===== src/rtl/adc_interface.sv =====
// ADC128S022 serial controller: frame timing, DIN address shifting, DOUT capture
// and push-button selection of five acquisition modes.
`timescale 1ns/1ps
module adc_interface (
    input  logic        clk,
    input  logic        rst_n,
    input  logic        dout,
    input  logic        mode_input,
    input  logic [2:0]  channel_in,
    output logic        cs_n,
    output logic        sclk,
    output logic        din,
    output logic        cnv,
    output logic [11:0] data,
    output logic [11:0] display,
    output logic        clk_xk,
    output logic [3:0]  address,
    output logic [3:0]  sclk_count,
    output logic [9:0]  count,
    output logic        mode_count,
    output logic [2:0]  mode,
    output logic [2:0]  state
);

    typedef enum logic [2:0] {
        ST_IDLE  = 3'd0,
        ST_START = 3'd1,
        ST_SHIFT = 3'd2,
        ST_DONE  = 3'd3,
        ST_WAIT  = 3'd4
    } state_t;

    typedef enum logic [2:0] {
        M_IDLE    = 3'd0,
        M_SINGLE  = 3'd1,
        M_CONT    = 3'd2,
        M_SCAN    = 3'd3,
        M_ONESHOT = 3'd4
    } mode_t;

    state_t      state_q;
    mode_t       mode_q, mode_d, frame_mode_q;
    logic        btn_s1_q, btn_s2_q, btn_prev_q, press;
    logic        mode_count_q;
    logic [9:0]  count_q, cnt_nxt;
    logic        clk_xk_q;
    logic        cs_n_q, sclk_q, din_q, cnv_q;
    logic [3:0]  sclk_count_q, address_q, frames_left_q;
    logic [2:0]  scan_q, prev_addr_q, addr_sel;
    logic [11:0] cap_q, data_q, display_q;
    logic        frame_req, start_frame, in_frame_d, in_shift_win, sample, din_d;
    logic [8:0]  rel;
    logic [3:0]  period_k;

    assign press   = btn_prev_q & ~btn_s2_q;
    assign cnt_nxt = (count_q == 10'd999) ? '0 : count_q + 10'd1;

    always_comb begin
        mode_d = M_IDLE;
        case (mode_q)
            M_IDLE:   mode_d = M_SINGLE;
            M_SINGLE: mode_d = M_CONT;
            M_CONT:   mode_d = M_SCAN;
            M_SCAN:   mode_d = M_ONESHOT;
            default:  mode_d = M_IDLE;
        endcase
    end

    always_comb begin
        frame_req = 1'b0;
        case (mode_q)
            M_SINGLE, M_ONESHOT: frame_req = (frames_left_q != 4'd0);
            M_CONT, M_SCAN:      frame_req = 1'b1;
            default:             frame_req = 1'b0;
        endcase
    end

    assign addr_sel = (mode_q == M_SCAN || mode_q == M_ONESHOT) ? scan_q : channel_in;

    // All frame outputs are decoded from the next count so the registered
    // values line up exactly with the count value they belong to.
    assign start_frame  = (state_q == ST_IDLE || state_q == ST_WAIT) &&
                          (cnt_nxt == 10'd0) && frame_req;
    assign in_frame_d   = start_frame ||
                          ((state_q == ST_START || state_q == ST_SHIFT) && cnt_nxt != 10'd544);
    assign in_shift_win = in_frame_d && (cnt_nxt >= 10'd16) && (cnt_nxt <= 10'd527);
    assign rel          = cnt_nxt[8:0] - 9'd16;
    assign period_k     = rel[8:5];
    assign sample       = in_shift_win && (rel[4:0] == 5'd16) && (period_k >= 4'd4);

    always_comb begin
        din_d = 1'b0;
        if (in_shift_win) begin
            case (period_k)
                4'd2:    din_d = address_q[2];
                4'd3:    din_d = address_q[1];
                4'd4:    din_d = address_q[0];
                default: din_d = 1'b0;
            endcase
        end
    end

    always_ff @(posedge clk or negedge rst_n) begin
        if (!rst_n) begin
            btn_s1_q      <= 1'b1;
            btn_s2_q      <= 1'b1;
            btn_prev_q    <= 1'b1;
            mode_count_q  <= 1'b0;
            mode_q        <= M_IDLE;
            frame_mode_q  <= M_IDLE;
            state_q       <= ST_IDLE;
            count_q       <= '0;
            clk_xk_q      <= 1'b0;
            cs_n_q        <= 1'b1;
            sclk_q        <= 1'b1;
            din_q         <= 1'b0;
            cnv_q         <= 1'b0;
            sclk_count_q  <= '0;
            address_q     <= '0;
            prev_addr_q   <= '0;
            scan_q        <= '0;
            frames_left_q <= '0;
            cap_q         <= '0;
            data_q        <= '0;
            display_q     <= '0;
        end else begin
            btn_s1_q     <= mode_input;
            btn_s2_q     <= btn_s1_q;
            btn_prev_q   <= btn_s2_q;
            mode_count_q <= press;

            count_q      <= cnt_nxt;
            clk_xk_q     <= (cnt_nxt < 10'd500);
            cs_n_q       <= ~in_frame_d;
            sclk_q       <= ~(in_shift_win && !rel[4]);
            din_q        <= din_d;
            sclk_count_q <= (in_frame_d && cnt_nxt >= 10'd16) ? period_k : 4'd0;
            cnv_q        <= (state_q == ST_SHIFT) && (cnt_nxt == 10'd544);

            if (sample)
                cap_q <= {cap_q[10:0], dout};

            if (start_frame) begin
                address_q    <= {1'b0, addr_sel};
                prev_addr_q  <= address_q[2:0];
                frame_mode_q <= mode_q;
                if (mode_q == M_SCAN || mode_q == M_ONESHOT)
                    scan_q <= scan_q + 3'd1;
                if (mode_q == M_SINGLE || mode_q == M_ONESHOT)
                    frames_left_q <= frames_left_q - 4'd1;
            end

            // A press restarts the per-mode bookkeeping; the running frame is untouched.
            if (press) begin
                mode_q <= mode_d;
                scan_q <= '0;
                if (mode_d == M_SINGLE)
                    frames_left_q <= 4'd2;
                else if (mode_d == M_ONESHOT)
                    frames_left_q <= 4'd9;
                else
                    frames_left_q <= 4'd0;
            end

            case (state_q)
                ST_IDLE:  if (start_frame) state_q <= ST_START;
                ST_START: if (cnt_nxt == 10'd16) state_q <= ST_SHIFT;
                ST_SHIFT: if (cnt_nxt == 10'd544) state_q <= ST_DONE;
                ST_DONE:  state_q <= ST_WAIT;
                ST_WAIT:  if (cnt_nxt == 10'd0) state_q <= start_frame ? ST_START : ST_IDLE;
                default:  state_q <= ST_IDLE;
            endcase

            if (state_q == ST_DONE) begin
                data_q <= cap_q;
                if (frame_mode_q == M_SCAN || frame_mode_q == M_ONESHOT) begin
                    if (prev_addr_q == channel_in)
                        display_q <= cap_q;
                end else begin
                    display_q <= cap_q;
                end
            end
        end
    end

    assign cs_n       = cs_n_q;
    assign sclk       = sclk_q;
    assign din        = din_q;
    assign cnv        = cnv_q;
    assign data       = data_q;
    assign display    = display_q;
    assign clk_xk     = clk_xk_q;
    assign address    = address_q;
    assign sclk_count = sclk_count_q;
    assign count      = count_q;
    assign mode_count = mode_count_q;
    assign mode       = mode_q;
    assign state      = state_q;

endmodule


===== config.mk =====
export PLATFORM = sky130hd
export DESIGN_NAME = adc_interface
export DESIGN_NICKNAME = d
export VERILOG_FILES = /design/src/rtl/adc_interface.sv
export SDC_FILE = /design/constraint.sdc
export NUM_CORES = 1
export LEC_CHECK = 0
export ABC_CLOCK_PERIOD_IN_PS = 7800
export CAP_MARGIN = 20
export CELL_PAD_IN_SITES_DETAIL_PLACEMENT = 1
export CELL_PAD_IN_SITES_GLOBAL_PLACEMENT = 2
export CORE_ASPECT_RATIO = 0.8
export CORE_MARGIN = 5
export CORE_UTILIZATION = 38
export CTS_CLUSTER_SIZE = 8
export DETAILED_ROUTE_END_ITERATION = 16
export PLACE_DENSITY_LB_ADDON = 0.1
export SETUP_SLACK_MARGIN = 0.02
export SYNTH_ARGS = -nofsm -noshare
export SYNTH_HDL_FRONTEND = slang
export SYNTH_SLANG_ARGS = --single-unit

===== constraint.sdc =====
create_clock -name clk -period 7.8 [get_ports clk]
set_input_delay 1.17 -clock clk [delete_from_list [all_inputs] [get_ports clk]]
set_output_delay 1.17 -clock clk [all_outputs]
set_load 0.03 [all_outputs]

## Word level (Yosys, flattened, before mapping)

Index checks and enable logic that the tools add are counted.

- Register bits after elaboration: 81
- Bits in latches: 0
- Bits in writable memories: 0
- ROM bits: 0
- Bits of input ports: 7
- Output and inout bits: 54
- Word-level logic and storage cells: 111
- Memories kept: 0

- Add/sub/neg operators: 4
- $mul: 0
- Div/mod/pow operators: 0
- $lt $le $gt $ge: 4
- Equality and inequality tests: 26
- Shift-type cells: 0
- Muxes and demuxes: 23
- Bitwise logic cells: 4
- Reduce and logical (&&, ||, !) cells: 29

Operator list:

| operator | number |
|---|---|
| 2-to-1 mux 12 bit | 2 |
| 2-to-1 mux 3 bit | 8 |
| 2-to-1 mux 4 bit | 6 |
| equality test 10 bit, second input constant | 2 |
| equality test 3 x 2 -> 1 bit, second input constant | 5 |
| one-hot mux 3 bit (5 select lines) | 1 |
| equality test 3 bit, second input constant | 4 |
| one-hot mux 3 bit (4 select lines) | 1 |
| adder 10 x 1 -> 10 bit, second input constant | 1 |
| equality test 10 x 5 -> 1 bit, second input constant | 1 |
| greater-or-equal comparator 10 x 5 -> 1 bit, second input constant | 1 |
| less-or-equal comparator 10 bit, second input constant | 1 |
| zero test 10 bit | 1 |
| < comparator 10 x 9 -> 1 bit, second input constant | 1 |
| 2-to-1 mux 10 bit | 1 |
| inequality test 10 bit, second input constant | 1 |
| equality test 3 x 1 -> 1 bit, second input constant | 3 |
| logical AND 1 bit | 9 |
| subtractor 9 x 5 -> 9 bit, second input constant | 1 |
| equality test 4 x 2 -> 1 bit, second input constant | 2 |
| inequality test 2 x 1 -> 1 bit, second input constant | 4 |
| zero test 3 bit | 2 |
| logical OR 1 bit | 6 |
| AND reduction 2 bit | 3 |
| 17 further kinds | 23 |

## Depth between registers and ports, before layout

Gate-level depths: netlist of run 1.

- Depth after elaboration: 10
- Gate-level depth with buffers: 14
- Depth with buffers taken out: 11

## Worst setup path before layout of run 1

Ideal clock, no wire load.

- Path type: reg-to-reg
- Start: reg count_q[0], in the netlist count[0]
- End: reg cap_q[10]
- Library setup time: 0.125 ns
- Arrival time: 3.237 ns
- Path slack: 4.438 ns
- Cell stages (with the launch flop): 15
- Buffers on the path: 3
- Clock period less this slack: 3.362 ns
- Cells stage by stage: dfrtp_1 > ha_1 > buf_2 > and4bb_1 > and3_1 > buf_6 > or2_2 > ha_1 > and3_1 > o2111ai_1 > nor4_4 > o21ai_2 > a21oi_4 > buf_8 > mux2_4

- Cells in the longest elaborated chain, start to end: 10
- Elaborated cells between the ends (all ways): 18
- Those cells by class: add/sub (2); order compare (3); eq/ne (3); mux (1); reduce/logical (9)

RTL lines:

| item | RTL line | source |
|---|---|---|
| start: declaration | 45 | `logic [9:0] count_q, cnt_nxt;` |
| start signal: assignment | 132 | `count_q <= cnt_nxt;` |
| adder 10 x 1 -> 10 bit / equality test 10 bit (equally long branches) | 56 | `assign cnt_nxt = (count_q == 10'd999) ? '0 : count_q + 10'd1;` |
| 2-to-1 mux 10 bit (*) | 56 |  |
| branches (longest 7 deep; another with subtractor 9 x 5 -> 9 bit) | -- |  |
| logical AND 1 bit (*) | 89 | `assign sample = in_shift_win && (rel[4:0] == 5'd16) && (period_k >= 4'd4);` |
| end signal: assignment | 141 | `cap_q <= {cap_q[10:0], dout};` |
| end: declaration | 50 | `logic [11:0] cap_q, data_q, display_q;` |

Mark *: on every way between the ends.
A chain may end at the register's enable or synchronous reset.

## Worst setup path in the final report of run 1

- Start: reg count_q[0], in the netlist count[0]
- End: reg cap_q[0]

The elaborated chain is that of the path after synthesis.

==> results of run 1 <==
critical path, cell delays in order, from the launching register on:
cell and delay, ps:
dfrtp_1 500, ha_1 370, and4bb_1 290, and3_1 340, or2_2 210, ha_1 200, and3_1 180, o2111ai_1 160
nor4_4 180, buf_4 300, o21ai_2 130, a21oi_4 490, mux2_2 390
logic make-up (layout without fill, tap and decap cells):
group | after synthesis | count (layout) | synth area share [%]
muxes | 49 | 49 | 15.1
and+or+nand+nor | 89 | 89 | 13.0
buffers and inverters | 32 | 96 | 3.97
AOI/OAI and AO/OA | 49 | 49 | 8.89
other | 1 | 1 | 0.0969
xor gates and xnor gates | 14 | 14 | 3.17
DFF | 81 | 81 | 52.5
adders and majority gates | 10 | 10 | 3.23
final timing paths:
kind                             to  slack, ps  cells after the start
max                        cap_q[0]       3940                     12
min                        btn_s2_q        360                      0
max reg2reg                cap_q[0]       3940                     12
min reg2reg                btn_s2_q        360                      0
max in group asynchronous      sclk       6350                      2
min in group asynchronous  count[9]        810                      1
metal layers:
metal,vias up,global-route usage [%],share of wire [%]
met5,-,0,0
met4,0,4.73,1.1
met3,9,3.44,3.3
met2,44,23.4,44
met1,1353,22.9,51
li1,1262,-,-
registers in the layout, summed over array words and instances, names as in the netlist, 4 cells and up:
register,cells
count,10
frames_left_q,4
data,12
display,12
cap_q,12
sclk_count,4
cell usage in the layout, fill, tap and decap left out, types with 3 or more instances in the layout:
cell type        instances
buf_4                    5
inv_1                   16
a31oi_1                  3
and3_1                   5
nand2b_1                 6
nor2_1                  20
xor2_1                   5
o21ai_0                  9
nand3_1                 12
mux2i_1                  3
mux2_4                  10
nor3_1                   5
clkbuf_16                9
dfstp_2                  5
ha_1                    10
nand2_1                 14
xnor2_1                  9
and4_1                   3
a21oi_1                 10
mux2_2                  36
and2_1                   3
a21o_1                   3
nand4_1                  3
dfrtp_1                 76
clkdlybuf4s50_1         58
power by group through the flow:
stage	Clock (mW)	Combinational, mW	Sequential, mW
after floorplan	0	0.0600	0.464
after global placement	0	0.101	0.463
after detailed placement	0	0.102	0.464
after CTS	0.423	0.105	0.456
after global routing	0.438	0.117	0.460
final	0.408	0.104	0.457
metrics by stage:
stage               area, um2  util, %  hold slack [ps]  total power [mW]  instances
floorplan                3870        -              345             0.524        325
global placement         4570     45.2              349             0.564        513
detailed placement       4570     45.2              350             0.565        513
CTS                      4860     48.1              359             0.984        528
global route             4890     48.3              364              1.01        529
finish                   4890     48.3              357             0.969        529
final cells by class:
type	instances	area [um2]
Sequential cell	81	2030
Timing Repair Buffer	64	646
Fill cell	1087	5230
Clock inverter	5	57.6
Inverter	17	63.8
Tap cell	140	175
Clock buffer	10	229
Multi-Input combinational cell	212	1680
==> metrics.md, run 1 <==
| Metric | Value |
|---|---|
| Status | `complete, no violations` |
| Hpwl dp | `between 6 and 7 mm` |
| FF-to-FF Start | `count[0]` |
| WS Path Type | `reg -> reg` |
| Final Net Count | `between 400 and 500` |
| Worst setup margin | `between 3000 and 4000 ps` |
| N_diodes | `0` |
| Most frequent cell after synthesis | `dfrtp_1` |
| CTS tree | `built` |
| Clk sinks | `about 80` |
| HP Start | `btn_s1_q` |
| Worst setup EP type | `flip-flop` |
| Reg power frac | `roughly 47%` |
| Ys flop type | `dfrtp_1` |
| LEAKAGE | `between 2 and 2.5 nW` |
| NetSw | `around 0.25 mW` |
| Largest net degree at the start of global routing | `between 80 and 90` |
| Die H | `approximately 100 um` |
| Fin crit share | `about half` |
| Final Max Slew Viols | `0` |
| Hold Crit Class | `reg -> reg` |
| TritonCTS Buffers | `9` |
| Core ar. | `10,100 um2` |
| Distinct cells, synth | `61` |
| Minimum clock period | `~3900 ps` |
| Layout cell share with drive strength beyond 1 | `approximately a fifth` |
| Pre-antenna DRT Iters | `4` |
| YS warnings | `0` |
| Resize count post-CTS | `0` |
| RSZ-0062 raised after global routing | `no` |
| Initial core utilization | `38.3%` |
| Clock transition at path regs | `about 60 ps` |
| Critical path launch point | `count[0]` |
| Initial antenna violation count | `0` |
| PortBufs | `about 60` |
| Hold Vio Cnt, Final | `0` |
| Power density over the cells | `between 150 and 200 nW/um2` |
| CTS Buffer Depth | `2` |
| Post-synth design cell area | `3870 um2` |
| Root buf cell | `clkbuf_16` |
| Commonest cells post-synth | `dfrtp_1 (76), mux2_2 (36), nor2_1 (20)` |
| Drt wl/cell | `about 17 um` |
| Number of flops mapped to enable cells by yosys | `0` |
| Die Width | `about 120 um` |
| Synth top area share | `about half` |
| Setup Skew | `between 7 and 8 ps` |
| Htree depth | `3` |
| Cell count after synthesis | `325` |
| Cts hold-fix bufs | `0` |
| Setup TNS | `0 ps` |
| DRC Markers | `0` |
| First DRT Iteration DRCs | `approximately 120` |
| Area grow syn2layout | `26.3%` |
| # IOs | `61` |
| Worst EP arrival | `just over 4000 ps` |
| Antenna viol nets, final | `0` |
| Vias in the first global route | `2,855` |
| Async SR Flop Fraction | `100%` |
| First-pass GRT wire length | `15.2 mm` |
| F_max | `about 0.26 GHz` |
| Pre-CTS WS | `3960 ps` |
| All-Layer GR Usage | `between 10% and 20%` |
| Area leader, netlist | `dfrtp_1` |
| Clock Latency Late Sink | `roughly 330 ps` |
| GP Congestion | `a little over 0.8` |
| Max rail drop VDD | `between 100 and 150 uV` |
| Endpoints failing setup | `0` |
| Internal | `roughly 0.72 mW` |
| Flop and latch count out of synthesis | `a little over 80` |
| Seq/Total Area, Yosys | `about 53%` |
| Worst slew pin tran | `about 560 ps` |
| Clock power frac | `a little over two fifths` |
| Global route overflow | `0` |
| Max-slew headroom | `62.3%` |
| Number of setup buffers added after CTS | `0` |
| Net Sw Frac | `between 20% and 30%` |
| Total of max-cap violations | `0` |
| Post-Syn Area per Cell | `11.9 um2` |
| Comb power frac | `a little over a tenth` |
| Routed WL | `between 9 and 10 mm` |
| Total number of vias | `between 2,000 and 3,000` |
| Max FO, Critical Path | `19` |
| Area contributors post-synth | `dfrtp_1 (49%), mux2_2 (10%), mux2_4 (3.9%)` |
| CP startpoint kind | `flip-flop` |
| Vias per cell | `5.04` |
| Rows | `33` |
| Syn Nets | `342` |
| Die area | `approximately 12,000 um2` |
| Critical Path RT | `about 8000 ps` |
Note: power is estimated with default switching activity, not from simulation.
==> inputs of run 2 (changes only) <==
--- a/config.mk
+++ b/config.mk
@@ -5,13 +5,13 @@
 export SDC_FILE = /design/constraint.sdc
 export NUM_CORES = 1
 export LEC_CHECK = 0
-export ABC_CLOCK_PERIOD_IN_PS = 7800
+export ABC_CLOCK_PERIOD_IN_PS = 3500
 export CAP_MARGIN = 20
 export CELL_PAD_IN_SITES_DETAIL_PLACEMENT = 1
 export CELL_PAD_IN_SITES_GLOBAL_PLACEMENT = 2
 export CORE_ASPECT_RATIO = 0.8
 export CORE_MARGIN = 5
-export CORE_UTILIZATION = 38
+export CORE_UTILIZATION = 32
 export CTS_CLUSTER_SIZE = 8
 export DETAILED_ROUTE_END_ITERATION = 16
 export PLACE_DENSITY_LB_ADDON = 0.1
==> constraint.sdc (replaced) <==
create_clock -name clk -period 3.5 [get_ports clk]
set_input_delay 0.525 -clock clk [delete_from_list [all_inputs] [get_ports clk]]
set_output_delay 0.525 -clock clk [all_outputs]
set_load 0.03 [all_outputs]
==> run 2 against run 1 <==
Compared with the run above: routed wire length rose by 7.7%; critical path depth is 2 lower; utilization down 7.4 points; combinational power increased by 120%; die area up 17%; non-clock buffer count is 6 higher; clock skew increased by 1.1 ps; sequential share of layout area decreased by 0.27 points; flip-flop and latch count did not move; largest power group unchanged.
==> metrics.md, run 2 (same netlist as run 1, synthesis figures left out) <==
| Metric | Value |
|---|---|
| Status | `complete, no violations (unchanged)` |
| DRC Markers | `0 (unchanged)` |
| LEAKAGE | `2.20 nW (was 2.19 nW)` |
| WS Path Type | `reg -> reg (unchanged)` |
| Routed WL | `9.70 mm (was 9.00 mm)` |
| Number of setup buffers added after CTS | `0 (unchanged)` |
| First DRT Iteration DRCs | `85 (was 117)` |
| Area grow syn2layout | `27.1% (was 26.3%)` |
| Vias per cell | `4.83 (was 5.04)` |
| Setup Skew | `8.82 ps (was 7.67 ps)` |
| Comb power frac | `10.8% (about the same)` |
| Core ar. | `12,000 um2 (was 10,100 um2)` |
| Worst slew pin tran | `830 ps (was 565 ps)` |
| Largest net degree at the start of global routing | `64 (was 82)` |
| Pre-antenna DRT Iters | `4 (unchanged)` |
| Reg2Reg Depth | `10 (was 12)` |
| Most common cell after layout, fill and taps aside | `dfrtp_1 (unchanged)` |
| Root buf cell | `clkbuf_16 (unchanged)` |
| Worst setup EP type | `flip-flop (unchanged)` |
| N_diodes | `0 (unchanged)` |
| Antenna viol nets, final | `0 (unchanged)` |
| Drt wl/cell | `17.7 um (was 17.0 um)` |
| Reg2reg setup slack | `260 ps (was 3940 ps)` |
| Die area | `14,400 um2 (was 12,300 um2)` |
| CTS Buffer Depth | `2 (unchanged)` |
| Worst setup margin | `264 ps (was 3940 ps)` |
| Net Sw Frac | `27.6% (was 25.3%)` |
| Total number of vias | `2,647 (was 2,668)` |
| Initial antenna violation count | `0 (unchanged)` |
| Worst EP arrival | `3460 ps (was 4070 ps)` |
| Total of max-cap violations | `0 (unchanged)` |
| Rows | `36 (was 33)` |
| Setup TNS | `0 ps (unchanged)` |
| Reg-to-Reg End | `cap_q[0] (unchanged)` |
| Final Max Slew Viols | `0 (unchanged)` |
| Hold Crit Class | `in -> async (was reg -> reg)` |
| Commonest non-fill, non-tap cells in the layout | `dfrtp_1 (76), clkdlybuf4s50_1 (58), mux2_2 (36) (unchanged)` |
| RSZ-0062 raised after global routing | `no (unchanged)` |
| Max FO, Critical Path | `12 (was 19)` |
| NetSw | `0.591 mW (was 0.245 mW)` |
| Internal | `1.55 mW (was 0.724 mW)` |
| Max rail drop VDD | `308 uV (was 138 uV)` |
| TritonCTS Buffers | `9 (unchanged)` |
| Pre-CTS WS | `254 ps (was 3960 ps)` |
| All-Layer GR Usage | `14.3% (was 15.7%)` |
| Vias in the first global route | `2,832 (was 2,855)` |
| First-pass GRT wire length | `16.0 mm (was 15.2 mm)` |
| Minimum clock period | `3240 ps (was 3860 ps)` |
| FF-to-FF Start | `count[0] (unchanged)` |
| Final Net Count | `408 (was 402)` |
| Htree depth | `3 (unchanged)` |
| Die H | `108 um (was 100 um)` |
| Die Width | `133 um (was 123 um)` |
| Clock transition at path regs | `70 ps (was 60 ps)` |
| Initial core utilization | `32.2% (was 38.3%)` |
| Clock Latency Late Sink | `340 ps (was 330 ps)` |
| Critical Path RT | `3730 ps (was 8010 ps)` |
| Max-slew headroom | `44.6% (was 62.3%)` |
| Resize count post-CTS | `0 (unchanged)` |
| Clock power frac | `41.5% (was 42.1%)` |
| Global route overflow | `0 (unchanged)` |
| Critical path launch point | `count[0] (unchanged)` |
| Reg power frac | `47.6% (was 47.1%)` |
| Hpwl dp | `6.99 mm (was 6.35 mm)` |
| F_max | `0.309 GHz (was 0.259 GHz)` |
| CTS tree | `built (unchanged)` |
| CP startpoint kind | `flip-flop (unchanged)` |
| Power density over the cells | `435 nW/um2 (was 198 nW/um2)` |
| Fin crit share | `92.5% (was 49.5%)` |
| Endpoints failing setup | `0 (unchanged)` |
| Cts hold-fix bufs | `0 (unchanged)` |
| Layout cell share with drive strength beyond 1 | `22.5% (was 20.8%)` |
| PortBufs | `59 (unchanged)` |
| # IOs | `61 (unchanged)` |
| Total power | `2.14 mW (was 0.969 mW)` |
| GP Congestion | `0.822 (was 0.809)` |
| Hold Vio Cnt, Final | `0 (unchanged)` |
| Clk sinks | `81 (unchanged)` |
==> run 2: cell type report <==
cell class,count,area (um2)
well taps,152,190
flip-flops and latches,81,2030
clock buffers,9,225
clock inverters,7,53.8
inverters,17,63.8
repair buffers,70,671
fillers,1314,7110
multi-input cells,212,1680
==> run 2: worst max path at each step <==
stage               slack (ps)         to
floorplan                  140  cap_q[10]
global placement           340   cap_q[0]
detailed placement         250   cap_q[1]
CTS                        240   cap_q[0]
global route                50   cap_q[1]
finish                     260   cap_q[0]
==> run 2: worst max-delay path: stages, from the launching register on <==
cell and delay (ps):
dfrtp_1 380, ha_1 300, and4bb_1 280, and3_1 190, or2_2 340, ha_1 250, o31ai_1 100, xnor2_1 240
o311ai_1 180, a21oi_4 480, mux2_2 390
==> run 2: routing by layer <==
| layer | wire, um | up-vias | track usage, % | part of all wire, % |
|---|---|---|---|---|
| met5 | 0 | - | 0 | 0 |
| met4 | 85 | 0 | 4.23 | 0.88 |
| met3 | 308 | 9 | 3.40 | 3.2 |
| met2 | 4350 | 42 | 21.5 | 45 |
| met1 | 4950 | 1316 | 20.3 | 51 |
| li1 | - | 1280 | - | - |
==> run 2: stage by stage <==
stage	std cells	hold WS, ps	instance area, um2	utilization (%)
finish	548	276	4920	40.9
global placement	532	347	4640	38.6
CTS	548	314	4920	40.9
floorplan	325	229	3870	-
detailed placement	532	348	4640	38.6
global route	548	347	4920	40.9
==> run 2: power groups by stage <==
stage | clock network [mW] | registers (mW) | logic, mW
final | 0.888 | 1.02 | 0.232
after global routing | 0.955 | 1.03 | 0.254
after CTS | 0.922 | 1.02 | 0.235
after detailed placement | 0 | 1.04 | 0.233
after global placement | 0 | 1.03 | 0.234
after floorplan | 0 | 1.03 | 0.134
